## config.mk

```make
export PLATFORM = sky130hd
export DESIGN_NAME = merge_sequencer
export DESIGN_NICKNAME = d
export VERILOG_FILES = /design/src/rtl/merge_sequencer.sv
export SDC_FILE = /design/constraint.sdc
export NUM_CORES = 1
export LEC_CHECK = 0
export ABC_AREA = 0
export BUFFER_PORTS_ARGS = -buffer_cell sky130_fd_sc_hd__buf_2
export CORE_ASPECT_RATIO = 1.25
export CORE_MARGIN = 1
export CORE_UTILIZATION = 50
export CTS_CLUSTER_SIZE = 14
export DETAILED_ROUTE_END_ITERATION = 16
export PLACE_DENSITY = 0.74
export SYNTH_ARGS = -nofsm -noshare
export SYNTH_HDL_FRONTEND = slang
export SYNTH_SLANG_ARGS = --single-unit
```

## constraint.sdc

```tcl
create_clock -name clk -period 3.11 [get_ports clk]
set_input_delay 0.311 -clock clk [delete_from_list [all_inputs] [get_ports clk]]
set_output_delay 0.311 -clock clk [all_outputs]
set_load 0.005 [all_outputs]
```

## src/rtl/merge_sequencer.sv

```systemverilog
`default_nettype none
// +--------------------------------------------------------------------------+
// | Module   : merge_sequencer                                               |
// | Purpose  : Lets a bank of N debounced buttons share one registered W-bit |
// |            adder. First press picks operand A, second press picks B; the |
// |            pair is issued to the adder and the sum is written back into  |
// |            A's slot once the adder latency has elapsed.                  |
// | Ports    : clk, rst_n        - clock / async active-low reset            |
// |            btn_pulse[N]      - one-cycle press pulses (lowest index wins)|
// |            cancel            - drop a held operand A                     |
// |            load_en/idx/data  - direct slot write while idle              |
// |            add_a/add_b       - registered operands to the shared adder   |
// |            add_result        - sum returned by the shared adder          |
// |            values_flat       - slot i at bits [i*W+W-1 : i*W]            |
// |            sel_valid/sel_idx - operand A held / its index                |
// |            busy, done, ovf   - in flight / write-back pulse / wrapped    |
// | Revision : 1.0 - initial release                                         |
// +--------------------------------------------------------------------------+
module merge_sequencer #(
  parameter int N       = 10,
  parameter int W       = 4,
  parameter int ADD_LAT = 1
) (
  input  logic                 clk,
  input  logic                 rst_n,
  input  logic [N-1:0]         btn_pulse,
  input  logic                 cancel,
  input  logic                 load_en,
  input  logic [$clog2(N)-1:0] load_idx,
  input  logic [W-1:0]         load_data,
  output logic [W-1:0]         add_a,
  output logic [W-1:0]         add_b,
  input  logic [W-1:0]         add_result,
  output logic [N*W-1:0]       values_flat,
  output logic                 sel_valid,
  output logic [$clog2(N)-1:0] sel_idx,
  output logic                 busy,
  output logic                 done,
  output logic                 ovf
);

  localparam int IDX_W = $clog2(N);
  // ADD_LAT is bounded to 0..7, so three bits always suffice.
  localparam int CNT_W = 3;

  localparam logic [1:0] S_IDLE   = 2'd0;
  localparam logic [1:0] S_HAVE_A = 2'd1;
  localparam logic [1:0] S_WAIT   = 2'd2;

  localparam logic [CNT_W-1:0] c_lat       = ADD_LAT[CNT_W-1:0];
  localparam logic [IDX_W:0]   c_num_slots = N[IDX_W:0];

  logic [1:0]       state_q, state_d;
  logic [W-1:0]     slot_q [N];
  logic [W-1:0]     slot_d [N];
  logic [W-1:0]     add_a_q, add_a_d;
  logic [W-1:0]     add_b_q, add_b_d;
  logic             sel_valid_q, sel_valid_d;
  logic [IDX_W-1:0] sel_idx_q, sel_idx_d;
  logic [CNT_W-1:0] cnt_q, cnt_d;
  logic             done_q, done_d;
  logic             ovf_q, ovf_d;

  logic             w_press_any;
  logic [IDX_W-1:0] w_press_idx;
  logic             w_press_same;
  logic             w_load_ok;
  logic             w_wb;

  // Lowest-index arbitration: scanning downward lets the lowest set bit
  // overwrite any higher one.
  always_comb begin
    w_press_idx = '0;
    for (int i = N - 1; i >= 0; i--) begin
      if (btn_pulse[i]) begin
        w_press_idx = IDX_W'(i);
      end
    end
  end

  assign w_press_any  = |btn_pulse;
  assign w_press_same = (w_press_idx == sel_idx_q);
  assign w_load_ok    = ({1'b0, load_idx} < c_num_slots);
  assign w_wb         = (state_q == S_WAIT) && (cnt_q == c_lat);

  // ---------------------------------------------------------------- state reg
  always_ff @(posedge clk or negedge rst_n) begin
    if (!rst_n) begin
      state_q <= S_IDLE;
    end else begin
      state_q <= state_d;
    end
  end

  // ---------------------------------------------------------------- next state
  always_comb begin
    state_d = state_q;
    case (state_q)
      S_IDLE: begin
        // A load in the same cycle as a press swallows the press.
        if (!load_en && w_press_any) begin
          state_d = S_HAVE_A;
        end
      end
      S_HAVE_A: begin
        if (cancel) begin
          state_d = S_IDLE;
        end else if (w_press_any) begin
          state_d = w_press_same ? S_IDLE : S_WAIT;
        end
      end
      S_WAIT: begin
        if (w_wb) begin
          state_d = S_IDLE;
        end
      end
      default: state_d = S_IDLE;
    endcase
  end

  // ---------------------------------------------------------------- outputs / datapath
  always_comb begin
    slot_d      = slot_q;
    add_a_d     = add_a_q;
    add_b_d     = add_b_q;
    sel_valid_d = sel_valid_q;
    sel_idx_d   = sel_idx_q;
    cnt_d       = cnt_q;
    done_d      = 1'b0;
    ovf_d       = 1'b0;
    case (state_q)
      S_IDLE: begin
        if (load_en) begin
          if (w_load_ok) begin
            slot_d[load_idx] = load_data;
          end
        end else if (w_press_any) begin
          sel_idx_d   = w_press_idx;
          sel_valid_d = 1'b1;
        end
      end
      S_HAVE_A: begin
        if (cancel) begin
          sel_valid_d = 1'b0;
        end else if (w_press_any) begin
          if (w_press_same) begin
            sel_valid_d = 1'b0;
          end else begin
            add_a_d = slot_q[sel_idx_q];
            add_b_d = slot_q[w_press_idx];
            cnt_d   = '0;
          end
        end
      end
      S_WAIT: begin
        if (w_wb) begin
          slot_d[sel_idx_q] = add_result;
          done_d            = 1'b1;
          // Unsigned modulo add wrapped exactly when the sum is below A.
          ovf_d             = (add_result < add_a_q);
          sel_valid_d       = 1'b0;
        end else begin
          cnt_d = cnt_q + 1'b1;
        end
      end
      default: begin
        sel_valid_d = 1'b0;
      end
    endcase
  end

  always_ff @(posedge clk or negedge rst_n) begin
    if (!rst_n) begin
      for (int i = 0; i < N; i++) begin
        slot_q[i] <= '0;
      end
      add_a_q     <= '0;
      add_b_q     <= '0;
      sel_valid_q <= 1'b0;
      sel_idx_q   <= '0;
      cnt_q       <= '0;
      done_q      <= 1'b0;
      ovf_q       <= 1'b0;
    end else begin
      slot_q      <= slot_d;
      add_a_q     <= add_a_d;
      add_b_q     <= add_b_d;
      sel_valid_q <= sel_valid_d;
      sel_idx_q   <= sel_idx_d;
      cnt_q       <= cnt_d;
      done_q      <= done_d;
      ovf_q       <= ovf_d;
    end
  end

  generate
    for (genvar g = 0; g < N; g++) begin : g_flat
      assign values_flat[g*W +: W] = slot_q[g];
    end
  endgenerate

  assign add_a     = add_a_q;
  assign add_b     = add_b_q;
  assign sel_valid = sel_valid_q;
  assign sel_idx   = sel_idx_q;
  assign busy      = (state_q == S_WAIT);
  assign done      = done_q;
  assign ovf       = ovf_q;

endmodule
`default_nettype wire

```

== Word level (Yosys, flattened, before mapping) ==
Cells that the tools add are included.

* Register bits: 60
* Output and inout bits: 56
* Bits of input ports: 26
* Logic and storage cells: 111
* Memories: 0
* Memory bits (writable): 0
* Memory bits (read-only): 0
* Latch bits: 0

* Magnitude comparators: 7
* $mul: 0
* $add $sub $neg: 1
* Shifts and indexed selects: 0
* Multiplexer cells: 48
* Reductions and logical operators: 15
* Bitwise operators: 6
* Divide/modulo/power cells: 0
* Equality and inequality tests: 16

{| class="wikitable"
|+ Operators with widths
! cell !! number
|-
| 40-bit two-way mux || 3
|-
| 40-bit bitwise mux || 2
|-
| 40-bit one-hot mux with 2 select lines || 1
|-
| 4-bit two-way mux || 16
|-
| 4-bit binary-select mux with 4-bit select || 2
|-
| 4-bit demux with 4-bit select || 2
|-
| 2-bit != test (second input constant) || 9
|-
| 5-bit >= comparator (second input constant) || 3
|-
| 4-bit inverter with 5-bit output || 3
|-
| 3-bit two-way mux || 4
|-
| 5-bit by 1-bit < comparator with 1-bit output (second input constant) || 2
|-
| 1-bit two-way mux || 10
|-
| 2-bit two-way mux || 5
|-
| 5-bit AND reduction || 2
|-
| 10-bit OR reduction || 1
|-
| 4-bit AND reduction || 2
|-
| 3-bit != test (second input constant) || 2
|-
| 2-bit one-hot mux with 3 select lines || 1
|-
| 3-bit one-hot mux with 2 select lines || 1
|-
| 3-bit AND reduction || 2
|-
| 4-bit == test || 1
|-
| 1-bit logical AND || 4
|-
| 4-bit < comparator || 1
|-
| 4-bit < comparator (second input constant) || 1
|-
| 10 further kinds || 13
|}

== Logic depth before layout (Yosys ltp) ==
* Depth in word-level cells: 15
* Gate-level depth with buffers: 9
* Depth with buffers taken out: 8

== Worst setup path before layout ==
Ideal clock, no wire load.

* Path type: input-to-reg
* Start point: input btn_pulse[2]
* End point: register add_b_q[2], in the netlist add_b[2]
* Required time: 2,984 ps
* Library setup time: 126 ps
* Path slack: 521 ps
* Buffers on the path: 2
* Arrival: 2,463 ps
* Cell stages on the path: 8
* Cells stage by stage: clkbuf_1 or4_4 nor2_1 buf_2 mux2_1 a221o_1 a22o_1 a221o_1

* Word-level cells in the longest chain between the ends: 7
* Elaborated cells on any way between the ends: 11
* Classes of those cells: 1 x eq/ne; 6 x mux; 2 x bitwise; 2 x reduce/logical

{| class="wikitable"
|+ RTL lines
! element !! RTL line !! source
|-
| start: declaration || 26 || <nowiki>input logic [N-1:0] btn_pulse,</nowiki>
|-
| 4-bit two-way mux (3 in series) || 75 || <nowiki>if (btn_pulse[i]) begin</nowiki>
|-
| 4-bit inverter with 5-bit output (implied by the code) || 150 || <nowiki>add_b_d = slot_q[w_press_idx];</nowiki>
|-
| 4-bit binary-select mux with 4-bit select || 150 ||
|-
| 4-bit two-way mux (implied by the code) (2 in series) || 150 ||
|-
| end signal: assignment || 178 || <nowiki>add_b_q <= '0;</nowiki>
|-
| end signal: assignment || 187 || <nowiki>add_b_q <= add_b_d;</nowiki>
|-
| end: declaration || 57 || <nowiki>logic [W-1:0] add_b_q, add_b_d;</nowiki>
|}

Parallel ways exist; a longest one is shown, timed or not. The select of a mux whose other input is x is not followed.
A chain may end at the register's enable or synchronous reset.

== Final worst setup path ==
* Start point: register sel_idx_q[0], in the netlist sel_idx[0]
* End point: register add_b_q[2], in the netlist add_b[2]

* Word-level cells in the longest chain between the ends: 3

{| class="wikitable"
|+ RTL lines
! element !! RTL line !! source
|-
| start: declaration || 59 || <nowiki>logic [IDX_W-1:0] sel_idx_q, sel_idx_d;</nowiki>
|-
| start signal: assignment || 189 || <nowiki>sel_idx_q <= sel_idx_d;</nowiki>
|-
| 4-bit == test || 82 || <nowiki>assign w_press_same = (w_press_idx == sel_idx_q);</nowiki>
|-
| 1-bit inverter (no source line) || n/a ||
|-
| 4-bit AND reduction (no source line) || n/a ||
|}

Every way passes these cells.

==> results.md <==
* Status: finished, final reports clean
* Synth top area cells: dfrtp_1 (37%), mux2_2 (7.8%), mux4_2 (4.4%), nand2_1 (4.1%), o221ai_1 (3.5%)
* CTS tree: built
* Io pins at 82
* Later-pin clock latency in the skew report at approximately 350 ps
* Main synth FF type: dfrtp_1
* P_sw at 0.00145 W
* Post-synthesis sequential area ratio at 37.0%
* Synth Register Bits at 60
* Final Max Slew Viols at 0
* Syn avg cell area at 9.76 um^2
* Final Hold Viols at 0
* GRT Total Usage at 31.6%
* DP Wirelength at ~9.6 mm
* Switching power share of the total at 41.1%
* Avg WL per Cell at between 20 and 25 um
* Simple-gate share of the synthesized area at about 17%
* Diodes inserted at 0
* MaxCap Viol Count at 0
* Fmax at just under 400 MHz
* Initial antenna violation count at 0
* DRT antenna net count at 0
* Final setup fails at 0
* Worst Setup Start Kind: flip-flop
* First-pass GRT wire length at 19.5 mm
* LEAKAGE at between 2 and 2.5 nW
* DRT Pass-1 Iters at 5
* CTS sink count at 60
* Final Util at 61.0%
* CP Class: flip-flop to flip-flop
* Most common cell after layout, fill and taps aside: buf_2
* Post-synthesis adder-cell area fraction at 1.54%
* Worst-path clk slew at 70 ps
* Share of flip-flops with an asynchronous set or reset at 100%
* Synth Instances at 416
* Core box area at 7840 um^2
* Initial core utilization at around half
* Setup TNS at 0 ps
* CP Capture Type: flip-flop
* Share of cells above drive strength 1 at 31.0%
* Post-CTS sizing at 0
* Top cell type's share of synthesized area at a little under two fifths
* Least-Margin Pin Slew at about 820 ps
* Minimum clock period at 2560 ps
* Final Skew at 13.9 ps
* Chip width at 82.6 um
* YS warnings at 0
* Worst VDD drop at 0.000584 V
* Largest family of logic cells by synthesized area: compound AO/OA/AOI/OAI gates
* Pin count of the biggest net entering global routing at 37
* Crit share post-route at slightly above 80%
* Vias in the first global route at 3715
* Internal Power at 0.00208 W
* Root Buffer: clkbuf_8
* Syn-to-layout area delta at 17.7%
* Largest area contributor in the netlist: dfrtp_1
* Final Cell Area at 4780 um^2
* Die Area at between 8000 and 9000 um^2
* Buffers on Ports at 81
* Synth Area in Compound Gates at 25.9%
* Worst setup margin at 554 ps
* Yosys cell types at 65
* DR iter-0 viols at 336
* Die Ht at 103 um
* Worst EP arrival at 2780 ps
* Final WL at 12.7 mm
* Site Rows at 36
* Net count, final at 530
* XOR/XNOR Fraction of Synth Area at 0.216%
* Crit-path max FO at 11
* Seq pwr share at 39.1%
* Clock buffer depth at 2
* Vias at 4035
* Slew HR at 45.0%
* Most frequent cells in the layout: buf_2 (81), dfrtp_1 (60), nand2_1 (44), nor2_1 (30), mux2_2 (28)
* Clock network power share at 21.3%
* Placed Area at about 4600 um^2
* Post-CTS Repair Setup Buffers at 0
* Congestion Overflow GR at 0
* CP required at 3330 ps
* Syn_nets at 447
* Mux contribution to synthesized area at about 15%
* Post-synth EDFFs at 0
* # H-tree levels at 3
* Hold/Removal Path Class: input port to flip-flop
* Pre-CTS setup slack at 452 ps
* Comb power frac at 39.6%
* Drt via density at 6.74
* Post-Syn Area at approximately 4100 um^2
* Unrepaired setup endpoints after global routing: no
* Pwr Density at 738 nW/um^2
* GPL Wtd Cong at 0.923
* Total CTS buffers at 9
* Drc violations at 0
registers in the layout, indices dropped and copies added (netlist names):
register	cells
ovf	1
add_a	4
cnt_q	3
done	1
state_q	2
sel_idx	4
add_b	4
values_flat	40
sel_valid	1
metal layers:
layer / wire [um] / vias to the layer above / global-route usage, %
li1: - / 1800 / -
met1: 5120 / 1951 / 42.0
met2: 5990 / 227 / 49.9
met3: 995 / 57 / 4.51
met4: 603 / 0 / 16.4
met5: 0 / - / 0
per-stage QoR:
step	power [W]	hold slack (ps)	cells
2_1_floorplan	0.00215	15.4	416
4_1_cts	0.00351	275	599
3_5_place_dp	0.00276	326	582
3_3_place_gp	0.00273	323	582
5_1_grt	0.00373	297	599
6_report	0.00353	275	599
critical path, stage by stage (launching register included):
cell       delay [ps]
dfrtp_1           480
or3_1             410
a2111oi_0         400
a211oi_1          150
a31oi_2           540
a21boi_1          170
a221o_1           280
repair_timing:
item | 4_1_cts | 5_1_grt
setup endpoints to repair | 0 | 0
hold buffers | 1 | 0
hold endpoints to repair | 24 | 0
logic make-up after synthesis:
group                    count (synthesis)
AO/OA/AOI/OAI                          140
XOR/XNOR                                 1
adder cells (fa/ha/maj)                  5
buffers and inverters                   28
flip-flops                              60
multiplexers                            47
AND/OR/NAND/NOR                        135
worst paths after layout:
check | from | endpoint | slack [ps] | cells past startpoint
worst min register to register | add_b[3] | add_b[3] | 510 | 1
worst max register to register | sel_idx[0] | add_b[2] | 550 | 6
worst max-delay path | sel_idx[0] | add_b[2] | 550 | 6
worst min-delay path | cancel | state_q[0] | 270 | 4
min in group asynchronous | rst_n | add_a[2] | 470 | 2
max in group asynchronous | rst_n | values_flat[0] | 1760 | 3
cell type report:
| type | instances | area [um^2] |
|---|---|---|
| Inverter | 10 | 37.5 |
| Sequential cell | 60 | 1500 |
| Fill cell | 696 | 3060 |
| Tap cell | 95 | 119 |
| Multi-Input combinational cell | 328 | 2440 |
| Timing Repair Buffer | 90 | 475 |
| Clock buffer | 9 | 124 |
| Clock inverter | 7 | 82.6 |
cells in the mapped netlist (all sizes together) (5+ instances only):
cell type	count
inv	9
nand3	13
nor2b	11
a31oi	7
dfrtp	60
nor2	30
a21oi	12
o211ai	6
buf	6
mux4	8
mux2i	9
nand2b	5
o21ai	11
o21a	17
mux2	30
a22o	7
o22ai	20
nor4	5
o221ai	16
clkbuf	12
a211oi	6
a221o	8
nor3	5
nand2	45
ha	5
power groups by stage:
stage	Clock (W)	Combinational [W]	Sequential (W)
5_1_grt	0.000791	0.00153	0.00141
6_report	0.000750	0.00140	0.00138
3_3_place_gp	0	0.00136	0.00137
4_1_cts	0.000753	0.00139	0.00136
2_1_floorplan	0	0.000920	0.00123
3_5_place_dp	0	0.00139	0.00138
Power figures use the tool's default switching activity.
